### config.mk
export PLATFORM = sky130hd
export DESIGN_NAME = fetch_unit_flat
export DESIGN_NICKNAME = d
export VERILOG_FILES = /design/src/rtl/cpu_pkg.sv /design/src/rtl/fetch_unit_if.sv /design/src/rtl/fetch_buffer.sv /design/src/rtl/fetch_unit.sv /design/src/flat_wrapper.sv
export SDC_FILE = /design/constraint.sdc
export NUM_CORES = 1
export LEC_CHECK = 0
export CAP_MARGIN = 20
export CORE_MARGIN = 2
export CORE_UTILIZATION = 45
export CTS_CLUSTER_DIAMETER = 200
export DETAILED_ROUTE_END_ITERATION = 16
export PLACE_DENSITY_LB_ADDON = 0.1
export SLEW_MARGIN = 20
export SYNTH_ARGS = -nofsm -noshare
export SYNTH_HDL_FRONTEND = slang
export SYNTH_HIERARCHICAL = 1
export SYNTH_SLANG_ARGS = --single-unit
export TNS_END_PERCENT = 50
### constraint.sdc
create_clock -name clk -period 17.05 [get_ports clk]
set_input_delay 3.41 -clock clk [delete_from_list [all_inputs] [get_ports clk]]
set_output_delay 3.41 -clock clk [all_outputs]
set_load 0.01 [all_outputs]
### src/rtl/cpu_pkg.sv
// Shared CPU front-end types: fetch FSM states, buffer entry layout and
// the fetch unit's default parameters.
package cpu_pkg;

   typedef enum logic [1:0] {
      FETCH = 2'd0,
      WAIT  = 2'd1,
      DROP  = 2'd2
   } fetch_state_t;

   typedef struct packed {
      logic [31:0] instr;
      logic [31:0] pc;
   } fetch_entry_t;

   localparam int          BUF_DEPTH_DEF = 2;
   localparam logic [31:0] RESET_PC_DEF  = 32'h0000_0000;

endpackage

### src/rtl/fetch_unit_if.sv
// Fetch unit bus bundle: instruction memory port, redirect input and the
// decode-side valid/ready stream.
interface fetch_unit_if;
   logic        imem_req;
   logic [31:0] imem_addr;
   logic        imem_gnt;
   logic        imem_rvalid;
   logic [31:0] imem_rdata;
   logic        redirect;
   logic [31:0] redirect_pc;
   logic        instr_valid;
   logic        instr_ready;
   logic [31:0] instr;
   logic [31:0] instr_pc;
   logic [31:0] instr_pc8;

   modport master (
      output imem_req, imem_addr, instr_valid, instr, instr_pc, instr_pc8,
      input  imem_gnt, imem_rvalid, imem_rdata, redirect, redirect_pc, instr_ready
   );

   modport slave (
      input  imem_req, imem_addr, instr_valid, instr, instr_pc, instr_pc8,
      output imem_gnt, imem_rvalid, imem_rdata, redirect, redirect_pc, instr_ready
   );
endinterface

### src/rtl/fetch_buffer.sv
// Two-entry FIFO of {instr, pc} between fetch and decode; flush wins over
// push/pop, and the caller guarantees no push when full or pop when empty.
module fetch_buffer
   import cpu_pkg::*;
(
   input  logic         clk,
   input  logic         reset,
   input  logic         flush,
   input  logic         push,
   input  logic         pop,
   input  fetch_entry_t din,
   output fetch_entry_t dout,
   output logic [1:0]   count
);
   fetch_entry_t mem [2];
   logic         wr_ptr, rd_ptr;

   always_ff @(posedge clk or negedge reset) begin
      if (!reset) begin
         wr_ptr <= 1'b0;
         rd_ptr <= 1'b0;
         count  <= 2'd0;
      end else if (flush) begin
         wr_ptr <= 1'b0;
         rd_ptr <= 1'b0;
         count  <= 2'd0;
      end else begin
         if (push) wr_ptr <= ~wr_ptr;
         if (pop)  rd_ptr <= ~rd_ptr;
         count <= count + {1'b0, push} - {1'b0, pop};
      end
   end

   // Storage is data-only; validity is tracked entirely by count.
   always_ff @(posedge clk) begin
      if (push && !flush) mem[wr_ptr] <= din;
   end

   assign dout = mem[rd_ptr];

endmodule

### src/rtl/fetch_unit.sv
// Instruction fetch: one outstanding imem request, a 2-entry instruction
// buffer toward decode, and redirect handling that drops in-flight data.
module fetch_unit
   import cpu_pkg::*;
#(
   parameter logic [31:0] RESET_PC  = RESET_PC_DEF,
   parameter int          BUF_DEPTH = BUF_DEPTH_DEF  // only 2 is supported
) (
   input logic          clk,
   input logic          reset,
   fetch_unit_if.master bus
);
   localparam logic [1:0] DEPTH = 2'(BUF_DEPTH);

   fetch_state_t state, state_nxt;
   logic [31:0]  fetch_pc, issue_pc;
   logic [1:0]   count;
   logic         req, push, pop, valid;
   fetch_entry_t head, wr_entry;
   logic         unused_lsb;

   assign unused_lsb = ^bus.redirect_pc[1:0];

   always_ff @(posedge clk or negedge reset) begin
      if (!reset) state <= FETCH;
      else        state <= state_nxt;
   end

   always_comb begin
      state_nxt = state;
      unique case (state)
         FETCH:   if (req && bus.imem_gnt) state_nxt = WAIT;
         WAIT:    if (bus.imem_rvalid)     state_nxt = FETCH;
                  else if (bus.redirect)   state_nxt = DROP;
         DROP:    if (bus.imem_rvalid)     state_nxt = FETCH;
         default: state_nxt = FETCH;
      endcase
   end

   // Request is gated by the reset input so it is low throughout reset and
   // rises in the very first cycle after release.
   always_comb begin
      req  = 1'b0;
      push = 1'b0;
      pop  = 1'b0;
      if (state == FETCH)
         req = reset && !bus.redirect && (count < DEPTH);
      if (state == WAIT)
         push = bus.imem_rvalid && !bus.redirect;
      pop = valid && bus.instr_ready && !bus.redirect;
   end

   always_ff @(posedge clk or negedge reset) begin
      if (!reset) begin
         fetch_pc <= {RESET_PC[31:2], 2'b00};
         issue_pc <= {RESET_PC[31:2], 2'b00};
      end else if (bus.redirect) begin
         fetch_pc <= {bus.redirect_pc[31:2], 2'b00};
      end else if (req && bus.imem_gnt) begin
         issue_pc <= fetch_pc;
         fetch_pc <= fetch_pc + 32'd4;
      end
   end

   assign wr_entry = '{instr: bus.imem_rdata, pc: issue_pc};

   fetch_buffer u_buf (
      .clk   (clk),
      .reset (reset),
      .flush (bus.redirect),
      .push  (push),
      .pop   (pop),
      .din   (wr_entry),
      .dout  (head),
      .count (count)
   );

   assign valid         = (count != 2'd0);
   assign bus.imem_req  = req;
   assign bus.imem_addr = fetch_pc;
   assign bus.instr_valid = valid;
   assign bus.instr     = head.instr;
   assign bus.instr_pc  = head.pc;
   assign bus.instr_pc8 = head.pc + 32'd8;

endmodule
### src/flat_wrapper.sv
// flat-port wrapper written by rule: the top's interface ports become plain ports
module fetch_unit_flat import cpu_pkg::*;
#(
   parameter logic [31:0] RESET_PC  = RESET_PC_DEF,
   parameter int          BUF_DEPTH = BUF_DEPTH_DEF                        
)
  (clk, reset, bus_imem_req, bus_imem_addr, bus_instr_valid, bus_instr, bus_instr_pc, bus_instr_pc8, bus_imem_gnt, bus_imem_rvalid, bus_imem_rdata, bus_redirect, bus_redirect_pc, bus_instr_ready);
  fetch_unit_if bus_i ();
  input logic clk;
  input logic reset;
  output wire logic [$bits(bus_i.imem_req)-1:0] bus_imem_req;
  output wire logic [$bits(bus_i.imem_addr)-1:0] bus_imem_addr;
  output wire logic [$bits(bus_i.instr_valid)-1:0] bus_instr_valid;
  output wire logic [$bits(bus_i.instr)-1:0] bus_instr;
  output wire logic [$bits(bus_i.instr_pc)-1:0] bus_instr_pc;
  output wire logic [$bits(bus_i.instr_pc8)-1:0] bus_instr_pc8;
  input wire logic [$bits(bus_i.imem_gnt)-1:0] bus_imem_gnt;
  input wire logic [$bits(bus_i.imem_rvalid)-1:0] bus_imem_rvalid;
  input wire logic [$bits(bus_i.imem_rdata)-1:0] bus_imem_rdata;
  input wire logic [$bits(bus_i.redirect)-1:0] bus_redirect;
  input wire logic [$bits(bus_i.redirect_pc)-1:0] bus_redirect_pc;
  input wire logic [$bits(bus_i.instr_ready)-1:0] bus_instr_ready;
  assign bus_imem_req = bus_i.imem_req;
  assign bus_imem_addr = bus_i.imem_addr;
  assign bus_instr_valid = bus_i.instr_valid;
  assign bus_instr = bus_i.instr;
  assign bus_instr_pc = bus_i.instr_pc;
  assign bus_instr_pc8 = bus_i.instr_pc8;
  assign bus_i.imem_gnt = bus_imem_gnt;
  assign bus_i.imem_rvalid = bus_imem_rvalid;
  assign bus_i.imem_rdata = bus_imem_rdata;
  assign bus_i.redirect = bus_redirect;
  assign bus_i.redirect_pc = bus_redirect_pc;
  assign bus_i.instr_ready = bus_instr_ready;
  fetch_unit #(.RESET_PC(RESET_PC), .BUF_DEPTH(BUF_DEPTH)) u_core (.clk(clk), .reset(reset), .bus(bus_i));
endmodule
# ---- After elaboration in Yosys (flattened, before gate mapping)
# Memories as Yosys holds them, arrays and structs flattened.
# Cells that the tools add are included.
dict set report totals {
  ff_bits 70
  output_inout_bits 130
  memories 1
  ramBits 128
  input_bits 70
  wordCells 51
}
# memory depth width read_ports rd_clocked_by_memory_dff wr line
set mem_list {}
lappend mem_list {u_core.u_buf.mem 2 64 1 0 1 fetch_buffer.sv:15} ;# fetch_entry_t mem [2];
dict set report classes {
  reduce_logical 15
  n_bitwise 3
  add_sub_neg 4
  n_mux 16
  n_eq_ne 5
  order_cmp 1
}
# operator count
set ops {}
lappend ops {{$mux W32} 2}
lappend ops {{$add A32 B3 Y32 const B} 1}
lappend ops {{$add A32 B4 Y32 const B} 1}
lappend ops {{$mux W2} 5}
lappend ops {{$mux W1} 8}
lappend ops {{$reduce_bool A2 Y1} 4}
lappend ops {{$logic_and A1 B1 Y1} 7}
lappend ops {{$pmux W2 S3} 1}
lappend ops {{$ne A2 B2 Y1 const B} 2}
lappend ops {{$ne A3 B3 Y1 const B} 1}
lappend ops {{$not A1 Y1} 3}
lappend ops {{$reduce_and A3 Y1} 1}
lappend ops {{$add A2 B1 Y2} 1}
lappend ops {{$eq A2 B1 Y1 const B} 1}
lappend ops {{$eq A2 B2 Y1 const B} 1}
lappend ops {{$logic_not A2 Y1} 1}
lappend ops {{$lt A2 B2 Y1 const B} 1}
lappend ops {{$reduce_and A2 Y1} 1}
lappend ops {{$sub A2 B1 Y2} 1}
lappend ops {{$logic_not A1 Y1} 1}

# ---- Depth between registers and ports, before layout
dict set report depth {
  ltp_word 7
  ltp_mapped 9
  depth_no_buf 8
}

# ---- Hierarchy
# Netlist, hierarchy kept.
# mod cells_per_inst area_each_um2 instances seq_area_each_um2
set modules_own_cells {}
lappend modules_own_cells {fetch_buffer 216 5027.3 1 3943.8}
lappend modules_own_cells {fetch_unit 427 3618.5 1 1551.5}

# ---- Worst setup path before layout
# No wires, ideal clock.
dict set report synth_path {
  kind {input port to flip-flop}
  startpoint {input port bus_redirect}
  endpoint {memory u_core/u_buf/mem[1][0] in the netlist's numbering, enable pin}
  arrival_time_ns 9.020
  required_ns 16.471
  path_stages 5
  setup_slack_ns 7.450
  path_buffers 2
  setup_ns 0.579
  path_cell_list {clkbuf_1 clkbuf_1 nor4b_1 inv_1 nor3b_1}
}
dict set report synth_between {
  elab_chain_cells 6
}
# element line
set synth_lines {}
lappend synth_lines {{start, declared} flat_wrapper.sv:20} ;# input wire logic [$bits(bus_i.redirect)-1:0] bus_redirect;
lappend synth_lines {{$logic_not A1 Y1} fetch_unit.sv:49} ;# push = bus.imem_rvalid && !bus.redirect;
lappend synth_lines {{$logic_and A1 B1 Y1} fetch_unit.sv:49}
lappend synth_lines {{$mux W1} fetch_unit.sv:48} ;# if (state == WAIT)
lappend synth_lines {{net u_core.push} fetch_unit.sv:18} ;# logic req, push, pop, valid;
lappend synth_lines {{$logic_and A1 B1 Y1} fetch_buffer.sv:36} ;# if (push && !flush) mem[wr_ptr] <= din;
lappend synth_lines {{$mux W1} fetch_buffer.sv:36}
lappend synth_lines {{$mux W1 (not written as such)} fetch_buffer.sv:36}
lappend synth_lines {{end, declared} fetch_buffer.sv:15}
# The timed path passes the listed nets, and every way through them passes these cells.

# ---- Worst setup path after layout
dict set report layout_path {
  startpoint {input port bus_redirect}
  endpoint {output port bus_imem_req}
}
dict set report layout_between {
  elab_chain_cells 4
}
# element line
set layout_lines {}
lappend layout_lines {{$logic_not A1 Y1} fetch_unit.sv:47} ;# req = reset && !bus.redirect && (count < DEPTH);
lappend layout_lines {{$logic_and A1 B1 Y1 (2 in series)} fetch_unit.sv:47}
lappend layout_lines {{$mux W1} fetch_unit.sv:46} ;# if (state == FETCH)
lappend layout_lines {{end, declared} flat_wrapper.sv:11} ;# output wire logic [$bits(bus_i.imem_req)-1:0] bus_imem_req;
# Every way passes these cells.

==> out/metrics.csv <==
stage,metric,value,unit
run_status,result of the run,"complete, no violations",
timing,post-route setup TNS,0,ns
timing,hold violation count in the final report,0,
worst_setup_path,"most used cell, CP",sky130_fd_sc_hd__clkdlybuf4s50_1,
timing,setup repair after global routing missed its margin,false,
logic_synthesis,portion of synthesized cell area occupied by the leading cell type,44.5,%
route,post-detailed-routing wire length,18800,µm
placement,final estimated routing congestion in global placement,0.825,
layout,most common library cell in the layout ignoring fill and taps,sky130_fd_sc_hd__clkdlybuf4s50_1,
min_path,Hold/Removal Path Class,register to register,
floorplan,Die W,143,µm
timing,share of the cycle needed by the critical path after routing,51.7,%
worst_setup_path,Top delay family on crit path,buffers and inverters,
worst_setup_path,stages on the worst setup path,6,
power,share of power burned in the clock network,37.2,%
logic_synthesis,share of synthesized area spent on multiplexers,11.1,%
power,share of total power consumed by net switching,23.8,%
logic_synthesis,synth unique cells,53,
worst_setup_path,data arrival time of the critical path,5.40,ns
layout,post-route cell area,0.0114,mm²
logic_synthesis,post-synthesis register bit count,194,
worst_setup_path,largest stage delay on the critical path,0.61,ns
power,Peak VDD IR,60.8,µV
clocking,clock tree from TritonCTS,done,
layout,most frequent cells in the layout,"sky130_fd_sc_hd__clkdlybuf4s50_1, sky130_fd_sc_hd__edfxtp_1, sky130_fd_sc_hd__nand2_1",
logic_synthesis,mapped cell area,0.00865,mm²
layout,antenna diode count,0,
global_route,GRT Overall Usage,18.6,%
floorplan,floorplan core area,0.0188,mm²
placement,area after detailed placement,0.0108,mm²
worst_setup_path,buffer and inverter count on the worst path,4,
power,Flop pwr share,52.9,%
global_route,grt total ovfl,0,
power,leak pwr,4.37,nW
clocking,maximum buffer depth of the clock tree,2,
timing,tightest slew margin relative to the limit,32.4,%
floorplan,I/O pin total,200,
logic_synthesis,"arithmetic-cell share of the synthesized area counting full adders, half adders and majority gates",0.579,%
clocking,H-Tree Depth,4,
worst_setup_path,maximum fanout encountered on the critical timing path,50,
route,number of detailed-route iterations in the first pass,5,
clocking,number of clock buffers inserted by TritonCTS,17,
route,Remaining DRCs,0,
worst_setup_path,Critical Path Slowest Stage Cell,sky130_fd_sc_hd__clkdlybuf4s50_1,
logic_synthesis,yosys synthesis warning count,6,
placement,number of buffers inserted by port buffering,195,
timing,Slew @ Worst Pin,1.01,ns
floorplan,Std-Cell Rows,50,
route,via total after detailed routing,5772,
worst_setup_path,critical path class,input pin to output pin,
timing,Peak Freq,0.114,GHz
clocking,count of hold buffers inserted by post-cts repair,0,
worst_setup_path,list of cells traversed by the critical path,clkdlybuf4s50_1 -> buf_4 -> inv_1 -> nand2_1 -> nor4_1 -> clkdlybuf4s50_1,
logic_synthesis,mean cell area of the mapped netlist,13.4,µm²
worst_setup_path,"Req. time, crit path",13.64,ns
clocking,number of cells upsized or downsized after cts,0,
clocking,buffers inserted during post-CTS setup optimization,0,
power,cell internal power dissipation,0.819,mW
logic_synthesis,fraction of the mapped netlist area in compound gates,4.69,%
power,combinational cell fraction of total power,9.9,%
floorplan,initial core utilization,46.1,%
logic_synthesis,synthesized-area fraction occupied by xor and xnor cells,3.20,%
clocking,clock latency at the later pin of the worst-skew pair,0.42,ns
power,Power Dens Cells,94.4,mW/mm²
clocking,clock transition at the register clock pins on the worst setup and hold paths after CTS,0.07,ns
timing,min cycle time layout,8.81,ns
job,max_cap viols,0,
global_route,initial antenna violation count,0,
route,DR WL/cell,17.4,µm
logic_synthesis,sequential cell area fraction in the yosys report,63.6,%
logic_synthesis,Synth Area in Simple Gates,14.2,%
floorplan,overall die area,0.0203,mm²
route,number of violations reported at the end of detailed-routing iteration 0,419,
logic_synthesis,main combinational cell family by area after synthesis,simple AND/OR/NAND/NOR gates,
placement,worst setup timing slack at the placement stage,8.25,ns
global_route,wire length of the first global-routing pass,29400,µm
logic_synthesis,cell count after synthesis,643,
layout,Total Nets Final,912,
power,net load switching power,0.256,mW
layout,area growth from synthesis to layout,31.6,%
route,DR vias/cell,5.32,
logic_synthesis,leading post-synthesis cells by cell area,"sky130_fd_sc_hd__edfxtp_1, sky130_fd_sc_hd__dfrtp_1, sky130_fd_sc_hd__mux2_4",
timing,count of final setup violators,0,
clocking,clk sinks,194,
clocking,master cell of the clock root buffer,sky130_fd_sc_hd__clkbuf_16,
global_route,via count of the first global-routing pass,5509,
route,number of nets still failing antenna checks after routing,0,
min_path,Hold Path Cell Cnt,0,
logic_synthesis,Synth area leader,sky130_fd_sc_hd__edfxtp_1,
timing,Slew Limit Fails,0,
floorplan,Chip Height,143,µm
layout,share of layout cells above drive strength 1,14.0,%
timing,worst clock skew,0.00753,ns
worst_setup_path,Worst setup EP type,output pin,
timing,"Worst Setup Slack, final",8.24,ns
global_route,largest net degree at the start of global routing,69,
worst_setup_path,depth of the most critical reg-to-reg path,6,
placement,Detailed Place HPWL,12800,µm
worst_setup_path,element type at the critical path start,input pin,
==> state kept, by name (all words and copies together) (netlist names) <==
name	flops
u_core/u_buf/mem	128
u_core/u_buf/wr_ptr	1
u_core/u_buf/rd_ptr	1
u_core/u_buf/count	2
u_core/state	2
u_core/issue_pc	30
u_core/bus.imem_addr	30
==> cell usage after synthesis, drive strengths merged <==
cell	count
nor4	5
nand2	127
mux2	64
nor3	6
inv	11
nand4b	2
o211ai	6
and4	3
ha	4
and2	2
a41oi	1
nand2b	1
xnor2	21
nor2b	6
o311ai	10
nor4b	2
o41ai	1
dfrtp	66
nor3b	3
a31o	1
and3	12
conb	1
a21o	5
clkbuf	11
and4bb	1
a221o	4
edfxtp	128
mux2i	5
or3	1
a32oi	1
o21ai	22
nand3	29
buf	19
or4	2
a31oi	4
xor2	8
nand4bb	1
or2	2
nor2	25
xnor3	1
a21oi	5
nand4	14
==> power groups by stage <==
stage                     clock network, mW  logic (mW)  registers, mW
after floorplan                           0      0.0509          0.568
after global placement                    0       0.103          0.574
after detailed placement                  0       0.106          0.577
after CTS                             0.412       0.107          0.568
after global routing                  0.431       0.116          0.573
final                                 0.400       0.106          0.568
==> logic make-up (layout without fill, tap and decap cells) <==
family / count (synthesis) / after routing
and+or+nand+nor: 244 / 244
DFF: 194 / 194
muxes: 69 / 69
AOI/OAI and AO/OA: 60 / 60
buffers and inverters: 41 / 244
xor gates and xnor gates: 30 / 30
adders and majority gates: 4 / 4
other: 1 / 6
==> final cells by class <==
class                   instances  area, µm²
clock buffers                  19        443
clock inverters                13        151
fillers                      1477       7390
inverters                      11       41.3
multi-input cells             413       2960
flip-flops and latches        194       5500
well taps                     234        293
repair buffers                201       1990
==> per-stage QoR <==
stage / std cells / util (%) / total power [mW] / hold slack, ns
2_1_floorplan: 648 / - / 0.619 / 0.442
6_report: 1085 / 60.6 / 1.07 / 0.475
3_3_place_gp: 1053 / 57.4 / 0.677 / 0.453
5_1_grt: 1085 / 60.6 / 1.12 / 0.490
4_1_cts: 1085 / 60.6 / 1.09 / 0.480
3_5_place_dp: 1053 / 57.4 / 0.684 / 0.461
==> metal layers <==
metal / routed length [µm] / track usage [%]
met3: 1060 / 3.72
met5: 0 / 0
met4: 247 / 5.94
met1: 9000 / 26.7
met2: 8520 / 28.7
==> final timing paths <==
path	from	endpoint	slack (ns)
min in group asynchronous	reset	u_core/bus.imem_addr[29]	3.15
hold reg to reg	u_core/issue_pc[16]	u_core/u_buf/mem[0][16]	0.48
hold / removal	u_core/issue_pc[16]	u_core/u_buf/mem[0][16]	0.48
setup / recovery	bus_redirect	bus_imem_req	8.24
setup reg to reg	u_core/u_buf/count[1]	u_core/bus.imem_addr[9]	14.27
max in group asynchronous	reset	u_core/u_buf/rd_ptr	13.23
No activity file was read; power rests on OpenSTA's default activity.
